$ cat src/rtl/multi_pulse_counter.sv
// rtl/multi_pulse_counter.sv - multi-channel gated edge counter with saturating counts and valid/ack result handshake
// Optional 2-flop input synchronizer per channel enabled by PULSE_COUNTER_SYNC_EN.
module multi_pulse_counter #(
    parameter int CHANNELS    = 4,
    parameter int CNT_WIDTH   = 8,
    parameter int GATE_WIDTH  = 28,
    parameter int GATE_CYCLES = 200_000_000
) (
    input  logic                          clk_in,
    input  logic                          rst_in,
    input  logic [CHANNELS-1:0]           pulse_in,
    input  logic [1:0]                    edge_sel_in,
    input  logic                          ack_in,
    output logic [CHANNELS*CNT_WIDTH-1:0] count_out,
    output logic [CHANNELS-1:0]           ovf_out,
    output logic                          valid_out,
    output logic                          overrun_out
);

    localparam logic [GATE_WIDTH-1:0] LP_GATE_LAST = GATE_WIDTH'(GATE_CYCLES - 1);
    localparam logic [CNT_WIDTH-1:0]  LP_CNT_MAX   = '1;

    logic [GATE_WIDTH-1:0]          r_gate;
    logic [CHANNELS-1:0]            r_prv;
    logic [CHANNELS-1:0]            r_sticky;
    logic [CHANNELS*CNT_WIDTH-1:0]  r_acc;
    logic [CHANNELS*CNT_WIDTH-1:0]  r_count;
    logic [CHANNELS-1:0]            r_ovf;
    logic                           r_valid;
    logic                           r_overrun;

    logic [CHANNELS-1:0]            w_cur;
    logic [CHANNELS-1:0]            w_event;
    logic [CHANNELS-1:0]            w_sticky_nxt;
    logic [CHANNELS*CNT_WIDTH-1:0]  w_acc_nxt;
    logic                           w_wend;

`ifdef PULSE_COUNTER_SYNC_EN
    logic [CHANNELS-1:0] r_sync1;
    logic [CHANNELS-1:0] r_sync2;

    always_ff @(posedge clk_in) begin
        if (rst_in) begin
            r_sync1 <= '0;
            r_sync2 <= '0;
        end else begin
            r_sync1 <= pulse_in;
            r_sync2 <= r_sync1;
        end
    end

    assign w_cur = r_sync2;
`else
    assign w_cur = pulse_in;
`endif

    assign w_wend = (r_gate == LP_GATE_LAST);

    always_comb begin
        w_event = '0;
        case (edge_sel_in)
            2'b00:   w_event = w_cur & ~r_prv;
            2'b01:   w_event = ~w_cur & r_prv;
            2'b10:   w_event = w_cur ^ r_prv;
            default: w_event = '0;
        endcase
    end

    // A full accumulator holds its value and records the lost event in the sticky bit.
    always_comb begin
        w_acc_nxt    = r_acc;
        w_sticky_nxt = r_sticky;
        for (int i = 0; i < CHANNELS; i++) begin
            if (w_event[i]) begin
                if (r_acc[i*CNT_WIDTH +: CNT_WIDTH] == LP_CNT_MAX) begin
                    w_sticky_nxt[i] = 1'b1;
                end else begin
                    w_acc_nxt[i*CNT_WIDTH +: CNT_WIDTH] =
                        r_acc[i*CNT_WIDTH +: CNT_WIDTH] + CNT_WIDTH'(1);
                end
            end
        end
    end

    always_ff @(posedge clk_in) begin
        if (rst_in) begin
            r_gate    <= '0;
            r_prv     <= '0;
            r_acc     <= '0;
            r_sticky  <= '0;
            r_count   <= '0;
            r_ovf     <= '0;
            r_valid   <= 1'b0;
            r_overrun <= 1'b0;
        end else begin
            r_prv <= w_cur;
            if (w_wend) begin
                r_gate   <= '0;
                r_count  <= w_acc_nxt;
                r_ovf    <= w_sticky_nxt;
                r_acc    <= '0;
                r_sticky <= '0;
                r_valid  <= 1'b1;
                // A simultaneous ack consumes the old result, so only an unacked one overruns.
                if (r_valid && !ack_in) begin
                    r_overrun <= 1'b1;
                end
            end else begin
                r_gate   <= r_gate + GATE_WIDTH'(1);
                r_acc    <= w_acc_nxt;
                r_sticky <= w_sticky_nxt;
                if (r_valid && ack_in) begin
                    r_valid   <= 1'b0;
                    r_overrun <= 1'b0;
                end
            end
        end
    end

    assign count_out   = r_count;
    assign ovf_out     = r_ovf;
    assign valid_out   = r_valid;
    assign overrun_out = r_overrun;

endmodule

$ cat config.mk
export PLATFORM = sky130hd
export DESIGN_NAME = multi_pulse_counter
export DESIGN_NICKNAME = d
export VERILOG_FILES = /design/src/rtl/multi_pulse_counter.sv
export SDC_FILE = /design/constraint.sdc
export NUM_CORES = 1
export LEC_CHECK = 0
export ABC_AREA = 0
export ABC_CLOCK_PERIOD_IN_PS = 2200
export BUFFER_PORTS_ARGS = -buffer_cell sky130_fd_sc_hd__buf_2
export CORE_AREA = 5 5 115 117
export CTS_BUF_LIST = sky130_fd_sc_hd__clkbuf_8
export DETAILED_ROUTE_END_ITERATION = 8
export DIE_AREA = 0 0 120 122
export PLACE_DENSITY = 0.59
export SKIP_CTS_REPAIR_TIMING = 1
export SLEW_MARGIN = 20
export SYNTH_ARGS = -nofsm -noshare
export SYNTH_HDL_FRONTEND = slang
export SYNTH_SLANG_ARGS = --single-unit
$ cat constraint.sdc
create_clock -name clk_in -period 2.2 [get_ports clk_in]
set_clock_uncertainty 0.1 [all_clocks]
set_input_delay 0.22 -clock clk_in [delete_from_list [all_inputs] [get_ports clk_in]]
set_output_delay 0.22 -clock clk_in [all_outputs]
set_load 0.01 [all_outputs]
==> run metrics <==
outcome=complete, no violations; CP max stage delay=0.55 ns; fillers=approximately 1,200; Post-Syn Nets=539; post-synthesis register bit count=between 100 and 150; Layout Nets=596; Final period util=96.5%; Final Instance Area=0.00534 mm²; root buffer cell=clkbuf_8; I/O pin count=47; post-synthesis area per instance=9.08 µm²; hold_ws=0.0120 ns; largest net degree at the start of global routing=29; post-synth cell types=47; CP top delay family=simple AND/OR/NAND/NOR gates; total number of yosys warnings=0; Avg Vias per Cell=between 4 and 5; drt total wl=9560 µm; clk sinks=around 110; RSZ-0062 raised after global routing=yes; normalized max-slew margin=71.4%; Placed Cells=just over 700; Core Area=0.0123 mm²; FF/Latch Area=0.00212 mm²; Worst Path Buf+Inv=1; Die Ht=between 100 and 150 µm; First-pass DRT Iterations=4; first-pass GRT wire length=16,200 µm; element type at the critical path start=flop; fmax=471 MHz; Max Cap Viol=0; number of synthesized flops with an enable pin=0; CTS H-Tree Depth=3; Die ar.=0.0146 mm²; CP endpoint kind=flop; Num CTS Buffers=9; drt drc=0; min Tclk post-route=2.12 ns; asr flop ratio synth=0%; Slowest-stage cell, CP=or4b_4; vias in the first global route=between 3,000 and 4,000; antenna-violating nets left=0; R2R Setup Slk=around 0.076 ns; chip width=120 µm; register area share after synthesis=45.2%; Multi-input gate area=0.00236 mm²; CTS tree=built; GRT overflow=0; Setup CP Type=flop to flop; share of cells above drive strength 1=between 20% and 30%; power per cell area=592 mW/mm²; maximum fanout along the worst path=12; Tightest Hold Check Type=input port to flop; Placed Area=between 0.005 and 0.006 mm²; worst vdd ir=0.231 mV; Vias=3,606; Crit path arrival time=2.30 ns; Worst-path clk slew=0.09 ns; Pleak=~2.1 nW; insertion delay to the later sink of the worst-skew pair=0.36 ns; port buffer count=46; Clock Path Buffers=2; most used flip-flop cell after synthesis=dfxtp_1; Core Rows=41; Syn Inst Count=517; worst-margin pin slew=0.427 ns; Finish-stage setup viols=0; starting DRC count in detailed routing=164; gpl congestion=approximately 0.8; Layout area overhead=13.8%; Total Routing Usage GR=13.6%; Final Max Tran Viols=0; CP cell instances=or4b_4, nor3_4, nand4_1, nor2_4, buf_4, nor2_1, a211oi_2; DP HPWL=7040 µm; Worst Path Required=2.38 ns; Mapped Area=0.00469 mm²; Initial Util=38.3%; WL per Instance=about 13 µm; antenna violations before repair=0; # diodes=0; Finished Layout Cells=728; hold violation count in the final report=0
worst min-delay path: stages:
cell,delay (ns)
buf_2,0.09
inv_1,0.05
nor2_1,0.08
sequential cells by signal, indices dropped and copies added, names as in the netlist:
register and cells:
r_sticky 4, r_gate 28, valid_out 1, overrun_out 1
count_out 32, r_prv 4, ovf_out 4, r_acc 32
cells in the final DEF (no fill, tap or decap), types with 6 or more instances in the layout:
cell      instances
o21ai_0           6
a211oi_1         12
ha_1             13
nor2_1          112
o22ai_2           9
nand2_1          33
xor2_1           24
buf_4            16
and3_1            8
mux2i_1          14
nand2b_1         15
xnor2_1          15
buf_2            46
a211oi_2         13
inv_1            22
clkbuf_8          9
a21oi_1          11
nand3_1          21
nand4_1          20
dfxtp_1         106
per-layer routing:
| layer | track usage, % | vias to the layer above | part of all wire [%] |
|---|---|---|---|
| li1 | - | 1869 | - |
| met1 | 17.9 | 1674 | 49 |
| met2 | 22.4 | 54 | 46 |
| met3 | 2.32 | 9 | 3.0 |
| met4 | 5.15 | 0 | 1.4 |
| met5 | 0 | - | 0 |
power by group:
part	leakage (nW)	internal (mW)	switching [mW]
combinational	1.11	0.0648	0.102
clock	0.0806	0.398	0.638
sequential	0.856	1.94	0.0190
metrics by stage:
stage	setup slack (ns)	power (mW)	util (%)	TNS (ns)
6_report	0.0763	3.16	43.6	0
5_1_grt	-0.0718	3.30	43.6	-0.791
4_1_cts	-0.0152	3.20	43.4	-0.241
3_5_place_dp	-0.00693	2.17	42.1	-0.00693
3_3_place_gp	0.0375	2.16	42.1	0
2_1_floorplan	0.209	2.12	-	0
cell type report:
class                   instances  area share (%)
clock buffers                   9            2.32
repair buffers                 66            8.06
well taps                     150            3.51
inverters                      22            1.55
clock inverters                 6           0.656
flip-flops and latches        106            39.7
multi-input cells             369            44.2
cell families (layout without fill, tap and decap cells):
kind of cell,Yosys count,after routing,synth area share [%]
AO/OA/AOI/OAI,64,64,11.5
adder cells (fa/ha/maj),13,13,3.47
flip-flops,106,106,45.2
AND/OR/NAND/NOR,238,238,24.4
buffers and inverters,42,103,4.83
multiplexers,15,15,3.23
XOR/XNOR,39,39,7.28
synthesized netlist by cell type (3+ instances only):
cell type | instances | area [µm²]
nand2_1 | 34 | 128
nand2b_1 | 15 | 93.8
mux2i_1 | 14 | 140
a21oi_1 | 11 | 55.1
o21ai_1 | 3 | 15.0
a211oi_1 | 12 | 90.1
ha_1 | 13 | 163
nor2_1 | 112 | 420
inv_1 | 22 | 82.6
buf_6 | 7 | 78.8
nor3_1 | 5 | 25.0
buf_4 | 4 | 30.0
and4_1 | 4 | 35.0
xnor2_1 | 15 | 131
nand3_1 | 21 | 105
and2_1 | 3 | 18.8
a211oi_2 | 13 | 163
dfxtp_1 | 106 | 2120
o22ai_2 | 9 | 113
nand4_1 | 20 | 125
o21ai_0 | 6 | 30.0
xor2_1 | 24 | 210
and3_1 | 8 | 50.1
clkbuf_1 | 8 | 30.0
final timing paths:
check | start | end | cells past startpoint
setup / recovery | r_gate[12] | count_out[19] | 7
hold / removal | pulse_in[1] | r_prv[1] | 3
setup reg to reg | r_gate[12] | count_out[19] | 7
hold reg to reg | r_gate[0] | r_gate[0] | 1
No activity file was read; power rests on OpenSTA's default activity.
